<file path="config.mk">
export PLATFORM = sky130hd
export DESIGN_NAME = wb_commit_arbiter
export DESIGN_NICKNAME = d
export VERILOG_FILES = /design/src/rtl/wb_commit_arbiter.sv
export SDC_FILE = /design/constraint.sdc
export NUM_CORES = 1
export LEC_CHECK = 0
export CORE_UTILIZATION = 33
export CTS_CLUSTER_DIAMETER = 120
export DETAILED_ROUTE_END_ITERATION = 7
export HOLD_SLACK_MARGIN = 0.08
export PLACE_DENSITY = 0.9
export SLEW_MARGIN = 20
export SYNTH_ARGS = -nofsm -noshare
export SYNTH_HDL_FRONTEND = slang
export SYNTH_SLANG_ARGS = --single-unit
export TNS_END_PERCENT = 1
</file>
<file path="constraint.sdc">
create_clock -name clk -period 1.6 [get_ports clk]
set_input_delay 0.24 -clock clk [delete_from_list [all_inputs] [get_ports clk]]
set_output_delay 0.24 -clock clk [all_outputs]
set_load 0.01 [all_outputs]
</file>
<file path="src/rtl/wb_commit_arbiter.sv">
// Round-robin arbiter that shares one register-file commit port among NUM_UNITS
// writeback units; grants are combinational, the commit packet is registered.
module wb_commit_arbiter #(
  parameter int NUM_UNITS = 4,
  parameter int ID_W      = 3,
  parameter int PHYS_W    = 6,
  parameter int DATA_W    = 32
) (
  input  logic                           clk,
  input  logic                           rst_n,
  input  logic [NUM_UNITS-1:0]           unit_done,
  input  logic [NUM_UNITS*ID_W-1:0]      unit_id,
  input  logic [NUM_UNITS*PHYS_W-1:0]    unit_phys_addr,
  input  logic [NUM_UNITS*DATA_W-1:0]    unit_data,
  output logic [NUM_UNITS-1:0]           unit_ack,
  input  logic                           writeback_supress,
  output logic                           commit_valid,
  output logic [ID_W-1:0]                commit_id,
  output logic [PHYS_W-1:0]              commit_phys_addr,
  output logic [DATA_W-1:0]              commit_data,
  output logic [$clog2(NUM_UNITS)-1:0]   grant_idx
);

  localparam int IDX_W = $clog2(NUM_UNITS);

  // Handshake: unit i holds done/id/phys_addr/data stable while unit_done[i]=1
  // and unit_ack[i]=0; the result is transferred in the cycle unit_ack[i]=1.

  logic [IDX_W-1:0] ptr;
  logic             grant_valid;
  logic [IDX_W-1:0] grant_sel;
  logic [IDX_W-1:0] ptr_next;

  function automatic logic [IDX_W-1:0] wrap_add(input logic [IDX_W-1:0] base, input int offs);
    int sum;
    sum = int'(base) + offs;
    if (sum >= NUM_UNITS) sum = sum - NUM_UNITS;
    return IDX_W'(sum);
  endfunction

  always_comb begin
    grant_valid = 1'b0;
    grant_sel   = '0;
    for (int k = 0; k < NUM_UNITS; k++) begin
      if (!grant_valid && unit_done[wrap_add(ptr, k)]) begin
        grant_valid = 1'b1;
        grant_sel   = wrap_add(ptr, k);
      end
    end
    // Suppress and reset both veto the grant, so the unit keeps holding its result.
    if (writeback_supress || !rst_n) grant_valid = 1'b0;
  end

  always_comb begin
    unit_ack = '0;
    if (grant_valid) unit_ack[grant_sel] = 1'b1;
  end

  assign ptr_next = (grant_sel == IDX_W'(NUM_UNITS - 1)) ? '0 : grant_sel + 1'b1;

  always_ff @(posedge clk or negedge rst_n) begin
    if (!rst_n) begin
      ptr              <= '0;
      commit_valid     <= 1'b0;
      commit_id        <= '0;
      commit_phys_addr <= '0;
      commit_data      <= '0;
      grant_idx        <= '0;
    end else begin
      commit_valid <= grant_valid;
      if (grant_valid) begin
        ptr              <= ptr_next;
        grant_idx        <= grant_sel;
        commit_id        <= unit_id[grant_sel*ID_W +: ID_W];
        commit_phys_addr <= unit_phys_addr[grant_sel*PHYS_W +: PHYS_W];
        commit_data      <= unit_data[grant_sel*DATA_W +: DATA_W];
      end
    end
  end

  ack_onehot0_a: assert property (@(posedge clk) disable iff (!rst_n) $onehot0(unit_ack));

endmodule

</file>
**Word-level counts from Yosys, hierarchy flattened**

Index checks and enable logic that the tools add are counted.

- Memory bits (read-only): 0
- Logic and storage cells: 64
- Input bits: 171
- Memory bits (writable): 0
- Register bits after elaboration: 46
- Output and inout port bits: 48
- Memories kept: 0
- Latch bits: 0

- Muxes and demuxes: 25
- Multiply operators: 2
- Bitwise logic cells: 0
- Eq/ne operators: 1
- Reduce and logical (&&, ||, !) cells: 9
- Div/mod/pow operators: 0
- $add $sub $neg: 8
- Order comparisons: 10
- Shift-type cells: 3

Operators by type and width:

| operator | number |
|---|---|
| $shiftx A128 B8 Y32 | 1 |
| $shiftx A24 B6 Y6 | 1 |
| $mux W2 | 9 |
| $lt A2 B3 Y1 const B | 5 |
| $shiftx A12 B5 Y3 | 1 |
| $mux W1 | 10 |
| $ge A3 B3 Y1 const B | 3 |
| $bmux W1 S2 | 4 |
| $mul A2 B2 Y4 const B | 2 |
| $sub A2 B1 Y2 const B | 4 |
| $add A2 B2 Y3 const B | 2 |
| $logic_and A1 B1 Y1 | 4 |
| $logic_not A1 Y1 | 4 |
| $mux W4 | 1 |
| $add A2 B1 Y3 const B | 1 |
| $ge A2 B3 Y1 const B | 1 |
| $add A2 B1 Y2 const B | 1 |
| $demux W1 S2 | 1 |
| $eq A2 B2 Y1 const B | 1 |
| $ge A2 B1 Y1 const B | 1 |
| $logic_or A1 B1 Y1 | 1 |

**Logic depth before layout (Yosys ltp)**

- Depth after elaboration: 19
- Gate-level depth with buffers: 9
- Gate-level depth less buffers: 7

**Worst setup path after synthesis**

No wires, ideal clock.

- Path type: register -> output
- Start point: register ptr[0]
- End point: output port unit_ack[3]
- Cell stages (with the launch flop): 8
- Buffers on the path: 2
- Path slack: -0.180 ns
- Data required time: 1.360 ns
- Data arrival time: 1.540 ns
- Path through: dfrtp_1 o221a_1 o22ai_2 buf_12 buf_8 inv_2 ha_1 and2_1

- Longest elaborated chain between the ends: 19
- Elaborated cells on any way between the ends: 44
- Classes of those cells: 7 x add/sub; 6 x order compare; 24 x mux; 7 x reduce/logical

Ends and longest elaborated chain:

| what | RTL line | text |
|---|---|---|
| start: declaration | 29 | `logic [IDX_W-1:0] ptr;` |
| start signal: assignment | 72 | `ptr <= ptr_next;` |
| parallel branches: the longest is 18 deep, another holds $add A2 B1 Y3 | - |  |
| $mux W4 * | 56 | `if (grant_valid) unit_ack[grant_sel] = 1'b1;` |
| end: declaration | 15 | `output logic [NUM_UNITS-1:0] unit_ack,` |

Every way passes the cells marked *. The select of a mux whose other input is x is not followed.

**Worst setup path after layout**

Same ends and word-level chain as after synthesis.

==> results.toml <==
[status]
status = "finished with violations"
violations = "negative setup slack"

[critical_path]
rr_startpoint = "ptr[0]"
arrival_ns = 1.70
cp.required_ns = 1.36
r2r_end = "commit_data[26]"
critPathCaptureType = "primary output"
rrSetupSlack_ns = -0.27
path_class = "reg -> out"
r2r_cells = 7
start_kind = "flop"
crit_fanout = 4

[sta]
setup_viol = 45
timing.final.ws_setup_ns = -0.339
rsz0062_at_grt = "yes"
worst_slew_pin_slew_ns = 0.614
hold_ws_ns = 0.130
slew_headroom = 0.591
min_period_over_period = 1.21
skew_ns = 0.00532
period_minus_slack_ns = 1.94
tns_ns = -9.51
timing.fmax_mhz = 516
finalMaxSlewViolations = 0
hold_violations = 0

[power]
power_mw = 7.26
peakVddDrop_mv = 0.579
power_leakage_nw = 2.54
powerDensity_nw_per_um2 = 1250

[synthesis]
yosysUniqueCellTypes = 30
syn_inst = 264
syn_area_um2 = 3190
ys_ff_latch = 46
ys.warnings.count = 0
yosys.area.top_type = "dfrtp_1"
syn-num-nets = 436
ys_seq_area_frac = 0.361
synthTopCellsByArea = "dfrtp_1, mux2i_1, o221ai_2"
synth.avg_cell_area_um2 = 12.1
synth_top_area_frac = 0.361

[clock_network]
clk_latency_ns = 0.29
cts.htree.levels = 2
root_buffer = "clkbuf_8"
cts_sinks = 46
cts_tree = "yes"
cts_buffers = 5
ctsLongestPathBuffers = 2
path_clk_slew_ns = 0.08

[global_routing]
grt_usage = 0.211
grt_max_degree = 47
antenna_found_initial = 0
grt_pass1_vias = 3379
grt_overflow_total = 0
grt_pass1_wl_um = 16400

[final_layout]
final_nets = 665
diodes = 0
fin_cells = 622
n_fill_cell = 739
postLayoutCellArea_um2 = 5830
layout-drive-gt1-share = 0.225
final_common_cell = "clkdlybuf4s50_1"
area_growth_pct = 82.6
final_core_util = 0.628
layout_common_cells = "clkdlybuf4s50_1, mux2i_1, nand2_1"

[floorplanning]
io_pins = 219
die_width_um = 100
start_util = 0.344
dieHeight_um = 100
rows = 35
coreArea_um2 = 9280
dieArea_um2 = 10100

[drt]
viasPerCell = 5.01
antenna_left = 0
wl_um = 10800
first_pass_iters = 4
drt_iter0_drc = 36
vias = 3119
wire_per_inst_um = 17.3
drc_errors = 0

[placement]
placedCellCount = 609
port_buffers = 218
dp_slack_ns = -0.858
place_area_um2 = 5490
gp_congestion = 0.809
dp_hpwl_um = 7890

[run]
drv_cap = 0

[hold_path]
hp-class = "in -> async"
## sequential cells by signal, summed over array words and instances (netlist names)
register,cells
ptr,2
commit_phys_addr,6
commit_data,32
commit_id,3
grant_idx,2
commit_valid,1
## cell type report
class / count / area [µm²] / area share
inverters: 5 / 23.8 / 0.00408
flip-flops and latches: 46 / 1150 / 0.198
repair buffers: 244 / 2530 / 0.433
clock buffers: 5 / 68.8 / 0.0118
multi-input cells: 191 / 1890 / 0.324
clock inverters: 2 / 10.0 / 0.00172
well taps: 129 / 161 / 0.0277
## cells by family (layout without fill, tap and decap cells)
group | count (synthesis) | in the layout | share of synthesized area
buf+inv | 27 | 256 | 0.0909
compound gates | 49 | 49 | 0.208
fa+ha+maj | 1 | 1 | 0.00392
mux | 82 | 82 | 0.257
simple gates | 59 | 59 | 0.0792
flops | 46 | 46 | 0.361
## cells in the mapped netlist (all sizes together)
| library cell | instances |
|---|---|
| a21o | 1 |
| a21oi | 1 |
| and2 | 1 |
| buf | 17 |
| bufbuf | 3 |
| clkbuf | 2 |
| dfrtp | 46 |
| ha | 1 |
| inv | 5 |
| mux2i | 82 |
| nand2 | 50 |
| nand3b | 1 |
| nor2 | 2 |
| nor2b | 2 |
| nor3 | 2 |
| o21ai | 2 |
| o21bai | 1 |
| o221a | 1 |
| o221ai | 41 |
| o22ai | 1 |
| o31ai | 1 |
| or4 | 1 |
## critical path, cell delays in order, from the launching register on
cell     delay [ns]
dfrtp_1        0.42
o221a_4        0.28
o22ai_4        0.15
buf_12         0.14
inv_6          0.03
ha_4           0.14
and2_4         0.13
buf_6          0.11
## where the power goes
group | leakage [nW] | switching [mW] | total [mW] | internal, mW
sequential | 0.570 | 0.288 | 1.92 | 1.63
clock | 0.0438 | 0.392 | 0.686 | 0.294
combinational | 1.93 | 1.96 | 4.66 | 2.70
total | 2.54 | 2.64 | 7.26 | 4.62
## worst max path at each step
stage | start | end | slack, ns
6_report | ptr[0] | unit_ack[3] | -0.34
4_1_cts | ptr[0] | unit_ack[3] | -0.39
5_1_grt | ptr[0] | unit_ack[3] | -0.39
3_5_place_dp | unit_done[0] | unit_ack[3] | -0.86
2_1_floorplan | ptr[0] | unit_ack[3] | -0.10
3_3_place_gp | unit_done[0] | unit_ack[3] | -0.80
## metal layers
metal  vias up  global-route usage  wire length [µm]
met5         -                   0                 0
met4         0              0.0491               180
met3        16              0.0599               906
met2       160               0.428              5900
met1      1481               0.208              3800
li1       1462                   -                 -
## timing repair
item                                   in CTS  in global routing
gates cloned                                3                  0
gates resized for setup                    47                 15
setup buffers                               3                  0
endpoints found under the hold margin       0                  0
setup endpoints to repair                  49                 47
pin swaps                                  10                  3
hold buffers                                0                  0
No activity file was read; power rests on OpenSTA's default activity.
